==> src/rtl/mem_port_arbiter_pkg.sv <==
// Shared types for the fetch/data memory port arbiter: FSM states, grant
// encodings, memory access modes and the latched command/load-context payloads.
package mem_port_arbiter_pkg;

    localparam int unsigned XLEN = 32;
    localparam int unsigned BE_W = XLEN / 8;

    typedef enum logic [1:0] {
        MEM_BYTE = 2'b00,
        MEM_HALF = 2'b01,
        MEM_WORD = 2'b10
    } mem_mode_e;

    typedef enum logic [1:0] {
        IDLE   = 2'b00,
        BUSY_F = 2'b01,
        BUSY_D = 2'b10,
        RESP   = 2'b11
    } arb_state_e;

    typedef enum logic {
        FETCH = 1'b0,
        DATA  = 1'b1
    } grant_e;

    // Memory command held stable on the bus for the whole busy phase
    typedef struct packed {
        logic            we;
        logic [XLEN-1:0] addr;
        logic [BE_W-1:0] be;
        logic [XLEN-1:0] wdata;
    } mem_cmd_t;

    // Everything needed to extract load data once the memory answers
    typedef struct packed {
        mem_mode_e  mode;
        logic [1:0] lane;
        logic       uns;
    } ld_ctx_t;

endpackage

==> src/rtl/mem_lane_align.sv <==
// Combinational byte-lane logic: byte enables, store-data replication,
// load lane selection with sign/zero extension, and the misaligned flag.
module mem_lane_align
    import mem_port_arbiter_pkg::*;
(
    input  logic [1:0]      mode_i,
    input  logic [1:0]      lane_i,
    input  logic            is_load_i,
    input  logic            unsigned_i,
    input  logic [XLEN-1:0] wdata_i,
    input  logic [XLEN-1:0] rdata_i,
    output logic [BE_W-1:0] be_c_o,
    output logic [XLEN-1:0] wdata_c_o,
    output logic [XLEN-1:0] rdata_c_o,
    output logic            misaligned_c_o
);

    logic [7:0]  byte_sel;
    logic [15:0] half_sel;

    always_comb begin
        case (lane_i)
            2'd0:    byte_sel = rdata_i[7:0];
            2'd1:    byte_sel = rdata_i[15:8];
            2'd2:    byte_sel = rdata_i[23:16];
            default: byte_sel = rdata_i[31:24];
        endcase
        half_sel = lane_i[1] ? rdata_i[31:16] : rdata_i[15:0];
    end

    // Loads and word stores keep all lanes enabled and data unreplicated
    always_comb begin
        be_c_o         = '1;
        wdata_c_o      = wdata_i;
        rdata_c_o      = rdata_i;
        misaligned_c_o = 1'b0;
        case (mode_i)
            MEM_BYTE: begin
                if (!is_load_i) begin
                    be_c_o    = BE_W'(1) << lane_i;
                    wdata_c_o = {(XLEN/8){wdata_i[7:0]}};
                end
                rdata_c_o = {{(XLEN-8){byte_sel[7] & ~unsigned_i}}, byte_sel};
            end
            MEM_HALF: begin
                misaligned_c_o = lane_i[0];
                if (!is_load_i) begin
                    be_c_o    = lane_i[1] ? 4'b1100 : 4'b0011;
                    wdata_c_o = {(XLEN/16){wdata_i[15:0]}};
                end
                rdata_c_o = {{(XLEN-16){half_sel[15] & ~unsigned_i}}, half_sel};
            end
            default: begin
                misaligned_c_o = |lane_i;
            end
        endcase
    end

endmodule

==> src/rtl/mem_port_arbiter.sv <==
// Shares one single-port memory between instruction fetch and load/store.
// Optional transfer timeout is enabled by defining MEM_ARB_TIMEOUT_EN.
module mem_port_arbiter
    import mem_port_arbiter_pkg::*;
#(
    parameter int unsigned TIMEOUT = 16
) (
    input  logic            clk,
    input  logic            rst,
    input  logic            if_req,
    input  logic [XLEN-1:0] if_addr,
    output logic [XLEN-1:0] if_rdata,
    output logic            if_done,
    input  logic            d_req,
    input  logic            d_we,
    input  logic [XLEN-1:0] d_addr,
    input  logic [XLEN-1:0] d_wdata,
    input  logic [1:0]      d_mode,
    input  logic            d_unsigned,
    output logic [XLEN-1:0] d_rdata,
    output logic            d_done,
    output logic            d_misaligned,
    output logic            mem_req,
    output logic            mem_we,
    output logic [XLEN-1:0] mem_addr,
    output logic [BE_W-1:0] mem_be,
    output logic [XLEN-1:0] mem_wdata,
    input  logic [XLEN-1:0] mem_rdata,
    input  logic            mem_ack,
    output logic            bus_error,
    output logic            stall
);

    if (TIMEOUT == 0) begin : g_bad_timeout
        $error("mem_port_arbiter: TIMEOUT must be at least 1");
    end

    arb_state_e      state_q, state_d;
    grant_e          last_q, last_d;
    ld_ctx_t         ctx_q, ctx_d;
    mem_cmd_t        cmd_q, cmd_d;
    logic            mem_req_q, mem_req_d;
    logic            if_done_q, if_done_d;
    logic            d_done_q, d_done_d;
    logic            d_mis_q, d_mis_d;
    logic [XLEN-1:0] if_rdata_q, if_rdata_d;
    logic [XLEN-1:0] d_rdata_q, d_rdata_d;

`ifdef MEM_ARB_TIMEOUT_EN
    localparam int unsigned CNT_W = $clog2(TIMEOUT + 1);
    logic [CNT_W-1:0] cnt_q, cnt_d;
    logic             bus_err_q, bus_err_d;
`endif

    logic [1:0]      al_mode;
    logic [1:0]      al_lane;
    logic            al_load;
    logic            al_uns;
    logic [BE_W-1:0] al_be;
    logic [XLEN-1:0] al_wdata;
    logic [XLEN-1:0] al_rdata;
    logic            al_mis;
    logic            d_wins;
    logic            unused_if_addr_lo;

    assign unused_if_addr_lo = ^if_addr[1:0];

    // Live data-port request while arbitrating, latched context while busy
    always_comb begin
        if (state_q == IDLE) begin
            al_mode = d_mode;
            al_lane = d_addr[1:0];
            al_load = ~d_we;
            al_uns  = d_unsigned;
        end else begin
            al_mode = ctx_q.mode;
            al_lane = ctx_q.lane;
            al_load = 1'b1;
            al_uns  = ctx_q.uns;
        end
    end

    mem_lane_align u_align (
        .mode_i         (al_mode),
        .lane_i         (al_lane),
        .is_load_i      (al_load),
        .unsigned_i     (al_uns),
        .wdata_i        (d_wdata),
        .rdata_i        (mem_rdata),
        .be_c_o         (al_be),
        .wdata_c_o      (al_wdata),
        .rdata_c_o      (al_rdata),
        .misaligned_c_o (al_mis)
    );

    // Data wins contention unless it had the previous grant, so ports alternate
    assign d_wins = d_req & ~((last_q == DATA) & if_req);

    always_comb begin
        state_d    = state_q;
        last_d     = last_q;
        ctx_d      = ctx_q;
        cmd_d      = cmd_q;
        mem_req_d  = 1'b0;
        if_done_d  = 1'b0;
        d_done_d   = 1'b0;
        d_mis_d    = 1'b0;
        if_rdata_d = '0;
        d_rdata_d  = '0;
`ifdef MEM_ARB_TIMEOUT_EN
        cnt_d      = cnt_q;
        bus_err_d  = 1'b0;
`endif
        case (state_q)
            IDLE: begin
                cmd_d = '0;
                if (d_wins) begin
                    last_d     = DATA;
                    ctx_d.mode = mem_mode_e'(d_mode);
                    ctx_d.lane = d_addr[1:0];
                    ctx_d.uns  = d_unsigned;
                    if (al_mis) begin
                        state_d  = RESP;
                        d_done_d = 1'b1;
                        d_mis_d  = 1'b1;
                    end else begin
                        state_d     = BUSY_D;
                        mem_req_d   = 1'b1;
                        cmd_d.we    = d_we;
                        cmd_d.addr  = {d_addr[XLEN-1:2], 2'b00};
                        cmd_d.be    = al_be;
                        cmd_d.wdata = d_we ? al_wdata : '0;
`ifdef MEM_ARB_TIMEOUT_EN
                        cnt_d       = '0;
`endif
                    end
                end else if (if_req) begin
                    last_d      = FETCH;
                    state_d     = BUSY_F;
                    mem_req_d   = 1'b1;
                    cmd_d.we    = 1'b0;
                    cmd_d.addr  = {if_addr[XLEN-1:2], 2'b00};
                    cmd_d.be    = '1;
                    cmd_d.wdata = '0;
`ifdef MEM_ARB_TIMEOUT_EN
                    cnt_d       = '0;
`endif
                end
            end
            BUSY_F, BUSY_D: begin
                if (mem_ack) begin
                    state_d = RESP;
                    cmd_d   = '0;
                    if (state_q == BUSY_F) begin
                        if_done_d  = 1'b1;
                        if_rdata_d = mem_rdata;
                    end else begin
                        d_done_d  = 1'b1;
                        d_rdata_d = al_rdata;
                    end
                end
`ifdef MEM_ARB_TIMEOUT_EN
                else if (cnt_q == CNT_W'(TIMEOUT - 1)) begin
                    state_d   = RESP;
                    cmd_d     = '0;
                    bus_err_d = 1'b1;
                    if (state_q == BUSY_F) begin
                        if_done_d = 1'b1;
                    end else begin
                        d_done_d = 1'b1;
                    end
                end else begin
                    mem_req_d = 1'b1;
                    cnt_d     = cnt_q + CNT_W'(1);
                end
`else
                else begin
                    mem_req_d = 1'b1;
                end
`endif
            end
            default: begin
                state_d = IDLE;
            end
        endcase
    end

    always_ff @(posedge clk) begin
        if (rst) begin
            state_q    <= IDLE;
            last_q     <= FETCH;
            ctx_q      <= '0;
            cmd_q      <= '0;
            mem_req_q  <= 1'b0;
            if_done_q  <= 1'b0;
            d_done_q   <= 1'b0;
            d_mis_q    <= 1'b0;
            if_rdata_q <= '0;
            d_rdata_q  <= '0;
`ifdef MEM_ARB_TIMEOUT_EN
            cnt_q      <= '0;
            bus_err_q  <= 1'b0;
`endif
        end else begin
            state_q    <= state_d;
            last_q     <= last_d;
            ctx_q      <= ctx_d;
            cmd_q      <= cmd_d;
            mem_req_q  <= mem_req_d;
            if_done_q  <= if_done_d;
            d_done_q   <= d_done_d;
            d_mis_q    <= d_mis_d;
            if_rdata_q <= if_rdata_d;
            d_rdata_q  <= d_rdata_d;
`ifdef MEM_ARB_TIMEOUT_EN
            cnt_q      <= cnt_d;
            bus_err_q  <= bus_err_d;
`endif
        end
    end

    assign if_rdata     = if_rdata_q;
    assign if_done      = if_done_q;
    assign d_rdata      = d_rdata_q;
    assign d_done       = d_done_q;
    assign d_misaligned = d_mis_q;
    assign mem_req      = mem_req_q;
    assign mem_we       = cmd_q.we;
    assign mem_addr     = cmd_q.addr;
    assign mem_be       = cmd_q.be;
    assign mem_wdata    = cmd_q.wdata;
    assign stall        = (if_req & ~if_done_q) | (d_req & ~d_done_q);

`ifdef MEM_ARB_TIMEOUT_EN
    assign bus_error = bus_err_q;
`else
    assign bus_error = 1'b0;
`endif

endmodule

==> config.mk <==
export PLATFORM = sky130hd
export DESIGN_NAME = mem_port_arbiter
export DESIGN_NICKNAME = d
export VERILOG_FILES = /design/src/rtl/mem_port_arbiter_pkg.sv /design/src/rtl/mem_lane_align.sv /design/src/rtl/mem_port_arbiter.sv
export SDC_FILE = /design/constraint.sdc
export NUM_CORES = 1
export LEC_CHECK = 0
export ABC_AREA = 1
export BUFFER_PORTS_ARGS = -buffer_cell sky130_fd_sc_hd__buf_2
export CAP_MARGIN = 20
export CORE_ASPECT_RATIO = 0.9
export CORE_MARGIN = 2
export CORE_UTILIZATION = 52
export CTS_CLUSTER_SIZE = 10
export DETAILED_ROUTE_END_ITERATION = 10
export GPL_TIMING_DRIVEN = 0
export PLACE_DENSITY = 0.86
export SLEW_MARGIN = 20
export SYNTH_ARGS = -nofsm -noshare
export SYNTH_HDL_FRONTEND = slang
export SYNTH_SLANG_ARGS = --single-unit
==> constraint.sdc <==
create_clock -name clk -period 4.5 [get_ports clk]
set_input_delay 0.45 -clock clk [delete_from_list [all_inputs] [get_ports clk]]
set_output_delay 0.45 -clock clk [all_outputs]
set_load 0.05 [all_outputs]
* Yosys cells after proc, flatten, opt, wreduce, memory -nomap -nowiden
Index checks and enable logic that the tools add are counted.
** Storage, ports and cells
- Output and inout bits :: 139
- Register bits after elaboration :: 145
- Input bits :: 137
** Cells by class
- Bitwise logic cells :: 16
- Reduce and logical (&&, ||, !) cells :: 15
- Mux-type cells :: 39
- Equality and inequality tests :: 7
- Shifts and indexed selects :: 1
** Operators with widths (count)
- $mux 69 :: 3
- $pmux 69 s2 :: 1
- $pmux 32 s2 :: 2
- $mux 32 :: 3
- $mux 68 :: 1
- $pmux 8 s3 :: 1
- $mux 16 :: 1
- $mux 1 :: 14
- $mux 4 :: 3
- $mux 2 :: 5
- $not 1->1 :: 9
- $pmux 4 s2 :: 1
- $reduce_and 2->1 :: 4
- $reduce_or 4->1 :: 2
- $and 1x1->1 :: 6
- $eq 2x1->1 const B :: 3
- $logic_not 2->1 :: 3
- $pmux 1 s2 :: 3
- $reduce_or 2->1 :: 3
- $eq 2x2->1 const B :: 2
- $pmux 2 s2 :: 1
- $reduce_bool 2->1 :: 2
- $shl 1x2->4 const A :: 1
- $ne 3x3->1 const B :: 1
- 3 further kinds :: 3

* Logic depth before layout (Yosys ltp)
- Word-level depth :: 8
- Depth in mapped cells :: 13
- Mapped depth without buffers :: 12

* Cells and area by module
From an unflattened synthesis, not the netlist that was laid out.
** Unflattened totals
- Cell total of the unflattened synthesis :: 990
- Area, all modules :: 6602.6 um^2
** By module, submodules not included
- mem_port_arbiter :: cells each 724, times used 1, area an instance 5306.3 um^2
- mem_lane_align :: cells each 266, times used 1, area an instance 1296.2 um^2

* Worst setup path before layout
Ideal clock, no wire load.
- Path type :: register to register
- Start point :: register state_q[0]
- End point :: register d_rdata_q[18], in the netlist d_rdata[18]
- Data arrival time :: 1.774 ns
- Cell stages (with the launch flop) :: 14
- Path slack :: 2.670 ns
- Path buffers :: 2
- Cells stage by stage :: dfxtp_1 inv_1 ha_1 buf_4 nand2_2 nand2_4 nor2_8 inv_2 a21oi_4 nand3_4 buf_6 nand3_1 nand2_1 inv_1
** On the way
- Cells in the longest elaborated chain, start to end :: 6
- Elaborated cells between the ends (all ways) :: 20
** RTL lines
- start: declaration :: RTL line mem_port_arbiter.sv:38 : arb_state_e state_q, state_d;
- start signal: assignment :: RTL line mem_port_arbiter.sv:205 : state_q <= state_d;
- $logic_not 2->1 :: RTL line mem_port_arbiter.sv:70 : if (state_q == IDLE) begin
- $mux 2 :: RTL line mem_port_arbiter.sv:70
- $eq 2x2->1, or another cell as far along :: RTL line mem_lane_align.sv:22 : case (lane_i)
- $pmux 8 s3 :: RTL line mem_lane_align.sv:22
- $and 1x1->1 :: RTL line mem_lane_align.sv:43 : rdata_c_o = {{(XLEN-8){byte_sel[7] & ~unsigned_i}}, byte_sel};
- $pmux 32 s2 :: RTL line mem_lane_align.sv:37 : case (mode_i)
- end signal: assignment :: RTL line mem_port_arbiter.sv:214 : d_rdata_q <= d_rdata_d;
- end: declaration :: RTL line mem_port_arbiter.sv:47 : logic [XLEN-1:0] d_rdata_q, d_rdata_d;
Parallel ways exist; a longest one is shown, timed or not.
A chain may end at the register's enable or synchronous reset.

* Worst setup path after layout
- Start point :: register state_q[0]
- End point :: register cmd_q (netlist bit mem_addr[16])
** On the way
- Cells in the longest elaborated chain, start to end :: 7
- Elaborated cells between the ends (all ways) :: 16
** RTL lines
- $logic_not 2->1 :: RTL line mem_port_arbiter.sv:70, mem_port_arbiter.sv:114
- $mux 2 :: RTL line mem_port_arbiter.sv:70
- $eq 2x1->1, or another cell as far along :: RTL line mem_lane_align.sv:37
- $pmux 1 s2 :: RTL line mem_lane_align.sv:37
- $mux 69 :: RTL line mem_port_arbiter.sv:122 : if (al_mis) begin
- $mux 69 :: RTL line mem_port_arbiter.sv:117 : if (d_wins) begin
- $pmux 69 s2 :: RTL line mem_port_arbiter.sv:114 : case (state_q)
- end signal: assignment :: RTL line mem_port_arbiter.sv:208 : cmd_q <= cmd_d;
- end: declaration :: RTL line mem_port_arbiter.sv:41 : mem_cmd_t cmd_q, cmd_d;
Parallel ways exist; a longest one is shown, timed or not.

==> run metrics <==
post-synthesis async set-or-reset flop share 0%; worst-skew pair later-pin latency 0.42 ns; Nets 1396; GR Overflow Total 0; Clock Path Buffers 2; overall routing resource usage 30.58%; Netlist Area Pre-Place 6501 sq um; WL per Instance 14.60 um; setup bufs post-CTS 0; Rows 38; core area 12120 sq um; CP max-delay cell dfxtp_1; sequential area share after synthesis 44.03%; Leak 4.692 nW; CTS Root Cell clkbuf_16; final worst-path cycle share 55.16%; TNS Setup 0 ns; EDFF count, synth 0; most used cell, CP a21oi_1; Cells after Synth 963; final number of setup-violating endpoints 0; Worst-Margin Slew 0.7370 ns; synth warn 0; Via Count 7348; fin. max-slew vios 0; H-Tree Depth 4; startpoint class of the critical path register; Fillers 1016; Layout area overhead 33.60%; share of cells above drive strength 1 27.94%; maxcap violations 0; final hold vios 0; Starting DRT DRC Count 734; Post-CTS Hold Buffers 0; Data arrival, critical path 2.83 ns; worst setup path class reg -> reg; post-synthesis register bit count 143; Max FO, Critical Path 10; HPWL Detailed 15.45 mm; clock sinks 143; drt via density 5.146; global-route wire length before repair 32.25 mm; Seq. cell area 2863 sq um; CTS tree yes; cells along the critical path inv_1 -> ha_1 -> inv_2 -> nor2_1 -> a21oi_1 -> buf_4 -> clkbuf_1 -> nand2_1 -> a21oi_1; Top FF cell, synth dfxtp_1; Min-Delay Path Class in -> reg; initial antenna violation count 2; Slowest Stage Delay on Critical Path 0.42 ns; total CTS buffers 17; minimum clock period 2.482 ns; outcome completed; routability cong. 0.9545; area of the multi-input gates 3005 sq um; post-placement cell area 8060 sq um; full die area 13410 sq um; first drt pass iteration count 5; I/O Buffers 270; post_cts resized 0; final WL 20.85 mm; post-route ant nets 0; Synth cell types 34; Chip Height 110.1 um; worst path required time 4.84 ns; via count of the first global-routing pass 6642; design area 8686 sq um; Layout Skew 0.007882 ns; Clock transition at path regs 0.07 ns; Die Width 121.9 um; largest net degree at the start of global routing 17; I/O Pins 276; Peak VDD IR 459.9 uV; drt drc 0; RSZ-0062 raised after global routing false; critical path endpoint category register; f_max 402.9 MHz; syn avg cell area 6.751 sq um; Initial Utilization 53.62%; max_slew headroom 50.49%; pwr dens 749.4 nW/um^2
==> metal layers <==
metal  part of all wire, %  global-route usage [%]  routed length, um  vias up
li1                      -                       -                  -     3602
met1                    41                   38.57               8462     3255
met2                    46                   49.80               9693      428
met3                   9.9                   8.333               2069       61
met4                   2.9                   12.56                609        2
met5                 0.062                       0                 13        -
==> sequential cells by signal (all words and copies together) (netlist names), 2 cells and up <==
register and flops:
mem_addr 30, d_rdata 32, if_rdata 32, state_q 2, mem_be 4, ctx_q 5, mem_wdata 32
==> kinds of logic after synthesis <==
logic type / Yosys count / synth area share (%)
AND/OR/NAND/NOR: 512 / 32.54
AO/OA/AOI/OAI: 153 / 12.55
buffers and inverters: 149 / 9.854
flip-flops: 143 / 44.03
adder cells (fa/ha/maj): 5 / 0.9623
other: 1 / 0.05768
==> cells in the final DEF (no fill, tap or decap), types with 8 or more instances in the layout <==
master     instances
clkbuf_1          29
dfxtp_1          143
buf_2            278
nor2_1            59
a21oi_1           91
inv_1             86
nand2_1          361
clkbuf_16         17
nand3_1           63
nand2_2            8
o21ai_0           41
buf_4              9
==> cell usage after synthesis, types with 2 or more instances <==
cell type / n / share of area (%)
nand2_1: 361 / 21
dfxtp_1: 143 / 44
a21oi_1: 91 / 7.0
inv_1: 86 / 5.0
nand3_1: 63 / 4.8
nor2_1: 59 / 3.4
o21ai_0: 41 / 3.2
clkbuf_1: 29 / 1.7
buf_4: 9 / 1.0
buf_2: 8 / 0.62
nand2_2: 8 / 0.77
o211ai_1: 7 / 0.81
inv_2: 6 / 0.35
nor3_1: 6 / 0.46
buf_1: 5 / 0.29
buf_6: 5 / 0.87
ha_1: 5 / 0.96
or2_2: 5 / 0.48
o21a_1: 4 / 0.46
a31oi_1: 3 / 0.29
o22ai_1: 3 / 0.29
nand2_4: 2 / 0.35
nor2_2: 2 / 0.19
o21ai_1: 2 / 0.15
==> where the power goes <==
part	internal (mW)	total (mW)	switching (mW)
clock	0.894	1.50	0.608
combinational	0.912	3.41	2.50
sequential	1.49	1.60	0.105
total	3.30	6.51	3.21
==> layout make-up <==
type                    instances  share of cell area [%]
well taps                     160                   2.305
multi-input cells             673                   34.60
repair buffers                270                   15.56
diodes                          1                 0.02881
plain buffers                  56                   3.356
clock buffers                  17                   4.898
clock inverters                15                   2.276
flip-flops and latches        143                   32.96
inverters                      93                   4.019
==> final timing paths <==
check,from,end,slack (ns),depth (start not counted)
worst max-delay path,state_q[0]$_SDFFE_PP0P_,mem_addr[16]$_SDFFE_PP0P_,2.02,9
worst min register to register,ctx_q[0]$_SDFFE_PP0P_,ctx_q[0]$_SDFFE_PP0P_,0.45,2
worst max register to register,state_q[0]$_SDFFE_PP0P_,mem_addr[16]$_SDFFE_PP0P_,2.02,9
worst min-delay path,mem_rdata[10],if_rdata[10]$_SDFF_PP0_,0.26,3
==> metrics by stage <==
stage	setup slack [ns]	instances	utilization [%]	total power [mW]	hold slack [ns]
after floorplan	2.670	965	-	4.131	0.4293
after global placement	2.161	1395	66.48	4.895	0.4380
after CTS	2.071	1427	71.62	6.469	0.2550
final	2.018	1428	71.64	6.509	0.2638
after detailed placement	2.109	1395	66.48	4.950	0.4438
after global routing	1.891	1427	71.62	6.886	0.2718
==> worst max-delay path: cells and delay by family (launching register included) <==
family | cells | cell delay (ns)
AND/OR/NAND/NOR | 2 | 0.23
AO/OA/AOI/OAI | 2 | 0.58
flip-flops | 1 | 0.42
adder cells (fa/ha/maj) | 1 | 0.24
buffers and inverters | 4 | 0.93
No activity file was read; power rests on OpenSTA's default activity.
